<file path="config.mk">
export PLATFORM = sky130hd
export DESIGN_NAME = aurora_link_monitor
export DESIGN_NICKNAME = d
export VERILOG_FILES = /design/src/rtl/aurora_link_monitor.sv
export SDC_FILE = /design/constraint.sdc
export NUM_CORES = 2
export LEC_CHECK = 0
export ABC_AREA = 1
export CAP_MARGIN = 15
export CELL_PAD_IN_SITES_DETAIL_PLACEMENT = 1
export CELL_PAD_IN_SITES_GLOBAL_PLACEMENT = 2
export CORE_MARGIN = 3
export CORE_UTILIZATION = 33
export CTS_BUF_LIST = sky130_fd_sc_hd__clkbuf_16
export DETAILED_ROUTE_END_ITERATION = 8
export PLACE_DENSITY_LB_ADDON = 0.1
export SYNTH_ARGS = -nofsm -noshare
export SYNTH_HDL_FRONTEND = slang
export SYNTH_SLANG_ARGS = --single-unit
</file>
<file path="constraint.sdc">
create_clock -name clk -period 17.7 [get_ports clk]
set_input_delay 1.77 -clock clk [delete_from_list [all_inputs] [get_ports clk]]
set_output_delay 1.77 -clock clk [all_outputs]
set_load 0.02 [all_outputs]
</file>
<file path="src/rtl/aurora_link_monitor.sv">
// Aurora link health monitor: per-lane and core fault counters, FIFO overflow
// onset counters, AXI-Stream beat/byte counters and a registered status summary.
module aurora_link_monitor #(
  parameter int NUM_LANES = 4,
  parameter int CNT_W     = 32,
  parameter int KEEP_W    = 64,
  parameter int EDGE_MODE = 0,
  parameter int SATURATE  = 1
) (
  input  logic                       clk,
  input  logic                       rst,
  input  logic                       clear,
  input  logic                       freeze,
  input  logic [NUM_LANES-1:0]       gt_powergood,
  input  logic [NUM_LANES-1:0]       line_up,
  input  logic                       pll_lock,
  input  logic                       mmcm_not_locked,
  input  logic                       hard_err,
  input  logic                       soft_err,
  input  logic                       channel_up,
  input  logic                       fifo_rx_almost_full,
  input  logic                       fifo_tx_almost_full,
  input  logic                       tx_tvalid,
  input  logic                       tx_tready,
  input  logic                       rx_tvalid,
  input  logic [KEEP_W-1:0]          tx_tkeep,
  input  logic [KEEP_W-1:0]          rx_tkeep,
  output logic [NUM_LANES*CNT_W-1:0] gt_not_ready_count,
  output logic [NUM_LANES*CNT_W-1:0] line_down_count,
  output logic [CNT_W-1:0]           pll_not_locked_count,
  output logic [CNT_W-1:0]           mmcm_not_locked_count,
  output logic [CNT_W-1:0]           hard_err_count,
  output logic [CNT_W-1:0]           soft_err_count,
  output logic [CNT_W-1:0]           channel_down_count,
  output logic [CNT_W-1:0]           fifo_rx_overflow_count,
  output logic [CNT_W-1:0]           fifo_tx_overflow_count,
  output logic [CNT_W-1:0]           tx_count,
  output logic [CNT_W-1:0]           rx_count,
  output logic [63:0]                tx_bytes,
  output logic [63:0]                rx_bytes,
  output logic                       status_ok
);

  localparam int NCORE  = 5;
  localparam int C_PLL  = 0;
  localparam int C_MMCM = 1;
  localparam int C_HARD = 2;
  localparam int C_SOFT = 3;
  localparam int C_CHAN = 4;

  logic [NUM_LANES-1:0] gt_fault;
  logic [NUM_LANES-1:0] line_fault;
  logic [NUM_LANES-1:0] gt_prev;
  logic [NUM_LANES-1:0] line_prev;
  logic [NUM_LANES-1:0] gt_hit;
  logic [NUM_LANES-1:0] line_hit;
  logic [NCORE-1:0]     core_fault;
  logic [NCORE-1:0]     core_prev;
  logic [NCORE-1:0]     core_hit;
  logic                 fifo_rx_prev;
  logic                 fifo_tx_prev;
  logic                 fifo_rx_hit;
  logic                 fifo_tx_hit;
  logic                 tx_fire;
  logic                 status_next;

  logic [CNT_W-1:0] gt_cnt   [NUM_LANES];
  logic [CNT_W-1:0] line_cnt [NUM_LANES];
  logic [CNT_W-1:0] core_cnt [NCORE];
  logic [CNT_W-1:0] fifo_rx_cnt;
  logic [CNT_W-1:0] fifo_tx_cnt;
  logic [CNT_W-1:0] tx_cnt;
  logic [CNT_W-1:0] rx_cnt;
  logic [63:0]      tx_byte_cnt;
  logic [63:0]      rx_byte_cnt;

  // Saturating or wrapping increment depending on SATURATE.
  function automatic logic [CNT_W-1:0] bump(input logic [CNT_W-1:0] v, input logic inc);
    logic [CNT_W-1:0] r;
    r = v;
    if (inc) begin
      if (&v) r = (SATURATE != 0) ? v : '0;
      else    r = v + CNT_W'(1);
    end
    return r;
  endfunction

  function automatic logic [63:0] popcount(input logic [KEEP_W-1:0] k);
    logic [63:0] s;
    s = '0;
    for (int i = 0; i < KEEP_W; i++) s = s + 64'(k[i]);
    return s;
  endfunction

  assign gt_fault   = ~gt_powergood;
  assign line_fault = ~line_up;
  assign core_fault = {~channel_up, soft_err, hard_err, mmcm_not_locked, ~pll_lock};

  assign gt_hit   = (EDGE_MODE != 0) ? (gt_fault & ~gt_prev)     : gt_fault;
  assign line_hit = (EDGE_MODE != 0) ? (line_fault & ~line_prev) : line_fault;
  assign core_hit = (EDGE_MODE != 0) ? (core_fault & ~core_prev) : core_fault;

  assign fifo_rx_hit = fifo_rx_almost_full & ~fifo_rx_prev;
  assign fifo_tx_hit = fifo_tx_almost_full & ~fifo_tx_prev;
  assign tx_fire     = tx_tvalid & tx_tready;

  assign status_next = (&gt_powergood) & (&line_up) & pll_lock & ~mmcm_not_locked
                       & ~hard_err & channel_up;

  // Previous-value registers follow the live conditions through reset, clear
  // and freeze, so a fault already present is never seen as a fresh onset.
  always_ff @(posedge clk) begin
    gt_prev      <= gt_fault;
    line_prev    <= line_fault;
    core_prev    <= core_fault;
    fifo_rx_prev <= fifo_rx_almost_full;
    fifo_tx_prev <= fifo_tx_almost_full;
  end

  always_ff @(posedge clk) begin
    if (rst || clear) begin
      for (int i = 0; i < NUM_LANES; i++) begin
        gt_cnt[i]   <= '0;
        line_cnt[i] <= '0;
      end
      for (int j = 0; j < NCORE; j++) core_cnt[j] <= '0;
      fifo_rx_cnt <= '0;
      fifo_tx_cnt <= '0;
      tx_cnt      <= '0;
      rx_cnt      <= '0;
      tx_byte_cnt <= '0;
      rx_byte_cnt <= '0;
    end else if (!freeze) begin
      for (int i = 0; i < NUM_LANES; i++) begin
        gt_cnt[i]   <= bump(gt_cnt[i], gt_hit[i]);
        line_cnt[i] <= bump(line_cnt[i], line_hit[i]);
      end
      for (int j = 0; j < NCORE; j++) core_cnt[j] <= bump(core_cnt[j], core_hit[j]);
      fifo_rx_cnt <= bump(fifo_rx_cnt, fifo_rx_hit);
      fifo_tx_cnt <= bump(fifo_tx_cnt, fifo_tx_hit);
      tx_cnt      <= bump(tx_cnt, tx_fire);
      rx_cnt      <= bump(rx_cnt, rx_tvalid);
      if (tx_fire)   tx_byte_cnt <= tx_byte_cnt + popcount(tx_tkeep);
      if (rx_tvalid) rx_byte_cnt <= rx_byte_cnt + popcount(rx_tkeep);
    end
  end

  always_ff @(posedge clk) begin
    if (rst) status_ok <= 1'b0;
    else     status_ok <= status_next;
  end

  for (genvar g = 0; g < NUM_LANES; g++) begin : g_lane
    assign gt_not_ready_count[g*CNT_W +: CNT_W] = gt_cnt[g];
    assign line_down_count[g*CNT_W +: CNT_W]    = line_cnt[g];
  end

  assign pll_not_locked_count   = core_cnt[C_PLL];
  assign mmcm_not_locked_count  = core_cnt[C_MMCM];
  assign hard_err_count         = core_cnt[C_HARD];
  assign soft_err_count         = core_cnt[C_SOFT];
  assign channel_down_count     = core_cnt[C_CHAN];
  assign fifo_rx_overflow_count = fifo_rx_cnt;
  assign fifo_tx_overflow_count = fifo_tx_cnt;
  assign tx_count               = tx_cnt;
  assign rx_count               = rx_cnt;
  assign tx_bytes               = tx_byte_cnt;
  assign rx_bytes               = rx_byte_cnt;

endmodule
</file>
# == Word-level counts from Yosys, hierarchy flattened ==
# Memory sizes are Yosys's and may differ from the RTL's.
# Index checks and enable logic that the tools add are counted.
# classes
n_addsub,145
multipliers,0
div,0
n_lt_le_gt_ge,0
n_eq_ne,0
shifts,0
muxes,70
bitwise,32
reduce_logical,26
# ops
operator,count
32-bit two-way mux,65
32-bit by 1-bit adder with 32-bit output (second input constant),17
32-bit AND reduction,17
63-bit by 1-bit adder with 64-bit output,2
64-bit adder,2
62-bit by 1-bit adder with 63-bit output,2
61-bit by 1-bit adder with 62-bit output,2
60-bit by 1-bit adder with 61-bit output,2
59-bit by 1-bit adder with 60-bit output,2
58-bit by 1-bit adder with 59-bit output,2
57-bit by 1-bit adder with 58-bit output,2
56-bit by 1-bit adder with 57-bit output,2
55-bit by 1-bit adder with 56-bit output,2
54-bit by 1-bit adder with 55-bit output,2
53-bit by 1-bit adder with 54-bit output,2
52-bit by 1-bit adder with 53-bit output,2
51-bit by 1-bit adder with 52-bit output,2
50-bit by 1-bit adder with 51-bit output,2
49-bit by 1-bit adder with 50-bit output,2
48-bit by 1-bit adder with 49-bit output,2
47-bit by 1-bit adder with 48-bit output,2
46-bit by 1-bit adder with 47-bit output,2
45-bit by 1-bit adder with 46-bit output,2
44-bit by 1-bit adder with 45-bit output,2
52 further kinds,132
# totals
regBits,259
latch_bits,0
ramBits,416
romBits,0
word_cells,285
mem_count,3
# mem_list
name,depth,width,read_ports,rd_ports_with_merged_regs,wr,line,source
core_cnt,5,32,5,0,5,69,logic [CNT_W-1:0] core_cnt [NCORE];
gt_cnt,4,32,4,0,4,67,logic [CNT_W-1:0] gt_cnt [NUM_LANES];
line_cnt,4,32,4,0,4,68,logic [CNT_W-1:0] line_cnt [NUM_LANES];

# == Logic depth before layout (Yosys ltp) ==
# depth
word_depth,64
ltp_mapped,28
depth_no_buf,27

# == Worst setup path after synthesis ==
# OpenSTA, ideal clock, no wires.
# synth_path
path_kind,input -> register
startpoint,in tx_tkeep[17]
endpoint,"reg tx_byte_cnt[46], in the netlist tx_bytes[46]"
setup_ps,116
arrival_time_ps,7420
required_time_ps,17584
path_slack_ps,10165
path_stages,26
path_buffers,0
cell_sequence,fa_1 > inv_1 > fa_1 > inv_1 > fa_1 > inv_1 > fa_1 > fa_1 > fa_1 > fa_1 > fa_1 > inv_1 > fa_1 > fa_1 > nand3_1 > nand3_1 > nand2_1 > nand2_1 > nand2_1 > nand2_1 > nand2_1 > inv_1 > nand2_1 > nand2_1 > inv_1 > nor2_1
# synth_via
elab_chain_len,48
# synth_lines
item,line,source
from (decl),26,"input logic [KEEP_W-1:0] tx_tkeep,"
17-bit by 1-bit adder with 18-bit output,91,for (int i = 0; i < KEEP_W; i++) s = s + 64'(k[i]);
18-bit by 1-bit adder with 19-bit output,91,
19-bit by 1-bit adder with 20-bit output,91,
20-bit by 1-bit adder with 21-bit output,91,
21-bit by 1-bit adder with 22-bit output,91,
22-bit by 1-bit adder with 23-bit output,91,
23-bit by 1-bit adder with 24-bit output,91,
24-bit by 1-bit adder with 25-bit output,91,
(+32 left out),--,
57-bit by 1-bit adder with 58-bit output,91,
58-bit by 1-bit adder with 59-bit output,91,
59-bit by 1-bit adder with 60-bit output,91,
60-bit by 1-bit adder with 61-bit output,91,
61-bit by 1-bit adder with 62-bit output,91,
62-bit by 1-bit adder with 63-bit output,91,
63-bit by 1-bit adder with 64-bit output,91,
64-bit adder,143,if (tx_fire) tx_byte_cnt <= tx_byte_cnt + popcount(tx_tkeep);
to (signal assigned),143,
to (decl),74,logic [63:0] tx_byte_cnt;
# No other way between the ends.
# A chain may end at the register's enable or synchronous reset.

# == Final worst setup path ==
# layout_path
startpoint,in tx_tkeep[35]
endpoint,"reg tx_byte_cnt[52], in the netlist tx_bytes[52]"
# layout_via
elab_chain_len,30
# layout_lines
item,line
35-bit by 1-bit adder with 36-bit output,91
36-bit by 1-bit adder with 37-bit output,91
37-bit by 1-bit adder with 38-bit output,91
38-bit by 1-bit adder with 39-bit output,91
39-bit by 1-bit adder with 40-bit output,91
40-bit by 1-bit adder with 41-bit output,91
41-bit by 1-bit adder with 42-bit output,91
42-bit by 1-bit adder with 43-bit output,91
(+14 left out),--
57-bit by 1-bit adder with 58-bit output,91
58-bit by 1-bit adder with 59-bit output,91
59-bit by 1-bit adder with 60-bit output,91
60-bit by 1-bit adder with 61-bit output,91
61-bit by 1-bit adder with 62-bit output,91
62-bit by 1-bit adder with 63-bit output,91
63-bit by 1-bit adder with 64-bit output,91
64-bit adder,143
# No other way between the ends.

==> flow_summary.toml <==
[floorplanning]
fp.dieArea_um2 = 139000
floorplan.core_area_um2 = 132000
floorplan.initialDensity = 0.335
row_count = 133
floorplan.die.height_um = 372
die_w_um = 372
ioPinCount = 823

[route]
detail_route.wl_per_cell_um = 20.7
postRouteAntennaNets = 0
vias = 43500
vias_per_cell = 5.02
routed_wl_mm = 180
firstDrtPassIters = 6
drt_first_iter_violations = 2553
post-route-drc-count = 0

[global_route]
globalRouteTotalUtil = 0.252
maximum_number_of_pins_on_one_net_before_global_route_repair = 142
number_of_antenna_violations_at_the_first_check_in_global_routing = 2
first_global_vias = 44700
globalRoute.totalOverflow = 0
grt_first_pass_wirelength_mm = 270

[synth]
ys_seq_area_frac = 0.399
synth_top_area_cell = "edfxtp_1"
netlist_area_um2 = 44300
synthesis.instances = 6011
synth-compound-area-share = 0.0773
syn-mean-instance-area_um2 = 7.37
synth_simple_gate_area_frac = 0.331
post_synth_xor_area_fraction = 0.0364
synth_nets = 6344
synth_seq_cells = 675
synthDominantCellAreaShare = 0.282
yosys_warnings = 0
combinational_family_with_the_most_area_after_synthesis = "simple AND/OR/NAND/NOR gates"
post_synthesis_mux_area_share = 0
synth.lib_cells_used.distinct = 49
post_synth_fa_ha_maj_area_fraction = 0.0707
synthTopCellsByArea = "edfxtp_1 28%, nand2_1 13%, dfxtp_1 12%"

[power]
vdd_ir_drop_max_mv = 0.332
intPower_uw = 3960
leakage_power_of_the_design_uw = 0.0203
power_switching_share = 0.425
combinational_share_of_power = 0.485
p_per_area_nw_per_um2 = 120
pwr-share-seq = 0.266
pwr-share-clk = 0.249
netSwitchingPower_uw = 2920

[clocking]
cts.sinks = 675
cts_setup_buffers = 0
cts_resized = 0
cts.hold.buffers_added = 0
master_cell_of_the_clock_root_buffer = "clkbuf_16"
tritoncts.num_buffers = 88
clock_tree.htree_level_count = 3
worst_skew_late_latency_ps = 690
tritoncts = "done"
clkSlewWorstSetupHoldPaths_ps = 50
max-clock-path-buffers = 3

[status]
run_status = "finished, final reports clean"

[critical_path]
ff_to_ff_start = "tx_bytes[0]"
crit_path_frequent_cell = "fa_1"
critical-path-max-stage-delay_ps = 540
critical_path_end_type = "flop"
ff2ff_path_depth = 19
worstSetupStartpoint = "tx_tkeep[35]"
worst_r2r_endpoint = "tx_bytes[52]"
setup.reg_to_reg.worst_slack_ps = 11660
critical_path_arrival_ps = 8340
critPathKind = "input port to flop"
crit_family = "adder cells"
worst_path_buf_inv = 5
worst_path_max_delay_cell = "fa_1"
worst-endpoint-required_ps = 18270
worstPathCellList = "clkdlybuf4s50_1, inv_1, fa_1, inv_1, fa_1, inv_1, fa_1, fa_1, fa_1, fa_1, fa_1, fa_1, inv_1, fa_1, fa_1, nand3_1, nand3_1, nand3_1, nand3_1, nand3_1, nor2_2, a21oi_1, nor2_1"
crit_path_max_fanout = 5
cp-start-kind = "input port"

[place]
dp_wirelength_mm = 141
placement.io_buffers = 822
globalplace.congestion = 0.871
place_worst_setup_slack_ps = 9180

[layout]
final_common_cell = "nand2_1"
nNetsFinal = 7172
share_of_layout_cells_above_drive_strength_1 = 0.0479
commonest_cells_after_routing_fill_and_taps_aside = "1477 x nand2_1, 883 x inv_1, 827 x nor2_1, 822 x clkdlybuf4s50_1, 424 x a21oi_1"
area_growth_syn_to_layout_pct = 29.0

[worst_hold_path]
worst_hold_path_type = "flop to flop"
worst_min_delay_path_endpoint = "tx_bytes[11]"
hold_crit_start = "tx_bytes[11]"
worst_hold_stages = 1

[timing]
skew_ps = 32.9
tightestPinTransition_ps = 1100
min_period_ps = 7780
final.setup.tns_ps = 0
report.final.setup_viol = 0
worst_slew_margin_rel = 0.263
post-route-period-util = 0.439
pnr_worst_setup_slack_ps = 9920
unrepaired_setup_endpoints_after_global_routing = "no"
clock.fmax_mhz = 129
finalHoldViolations = 0
maxSlewViolCount = 0
fin_worst_hold_slack_ps = 507

[job]
cap_violations = 0
## synthesized netlist by cell type, drive strengths merged
cell and count:
nand2 1494, nor2 889, inv 870, a21oi 425, edfxtp 416, nor3 316, nand3 263, dfxtp 259
o21ai 199, nand4 159, xor2 126, fa 112, or2 75, ha 71, xnor2 58, buf 56
clkbuf 51, nor3b 44, nand3b 36, nor4 34, o21a 17, a211oi 9, and3 9, a31oi 6
o21bai 5, or3 4, a21boi 2, nor4b 2, and2 1, nor2b 1, o211ai 1, o21ba 1
## final cells by class
cell class / count / area, um2
fill: 16200 / 75200
multi-input combinational: 4359 / 22900
sequential: 675 / 17700
timing repair buffer: 845 / 8410
inverter: 870 / 3280
clock buffer: 90 / 2250
tap: 1755 / 2200
clock inverter: 72 / 412
antenna: 2 / 5.00
## power by group through the flow
stage          clock network [uW]  logic (uW)  registers (uW)
2_1_floorplan                   0        2320            1910
3_3_place_gp                    0        3310            1860
3_5_place_dp                    0        3350            1870
4_1_cts                      1760        3380            1830
5_1_grt                      1820        3870            1840
6_report                     1720        3330            1830
## per-stage QoR
| step | utilization | instance area, um2 | total power, uW | instances |
|---|---|---|---|---|
| 5_1_grt | 0.432 | 57100 | 7530 | 8667 |
| 3_3_place_gp | 0.412 | 54500 | 5170 | 8504 |
| 2_1_floorplan | - | 44300 | 4230 | 6011 |
| 4_1_cts | 0.432 | 57100 | 6970 | 8666 |
| 6_report | 0.432 | 57100 | 6880 | 8668 |
| 3_5_place_dp | 0.412 | 54500 | 5210 | 8504 |
## kinds of logic after synthesis
| family | after synthesis |
|---|---|
| AOI/OAI and AO/OA | 665 |
| xor gates and xnor gates | 184 |
| adders and majority gates | 183 |
| buffers and inverters | 977 |
| DFF | 675 |
| and+or+nand+nor | 3327 |
## layer usage
layer / GRT usage / wire length (um)
met1: 0.317 / 77800
met2: 0.417 / 83000
met3: 0.0627 / 11800
met4: 0.0902 / 7090
met5: 0 / 0
## worst max path at each step
stage                              end  slack, ps  cells past startpoint
after detailed placement  tx_bytes[52]       9180                     23
final                     tx_bytes[52]       9920                     23
after global placement    tx_bytes[46]       9260                     26
after global routing      tx_bytes[52]       9550                     24
after floorplan           tx_bytes[46]      10160                     26
after CTS                 tx_bytes[46]       9940                     26
## flip-flops by register name, indices dropped and copies added (netlist names)
| signal | count |
|---|---|
| rx_count | 32 |
| fifo_tx_prev | 1 |
| rx_bytes | 64 |
| core_cnt | 160 |
| fifo_rx_prev | 1 |
| fifo_tx_overflow_count | 32 |
| fifo_rx_overflow_count | 32 |
| gt_cnt | 128 |
| status_ok | 1 |
| line_cnt | 128 |
| tx_count | 32 |
| tx_bytes | 64 |
Power figures use the tool's default switching activity.
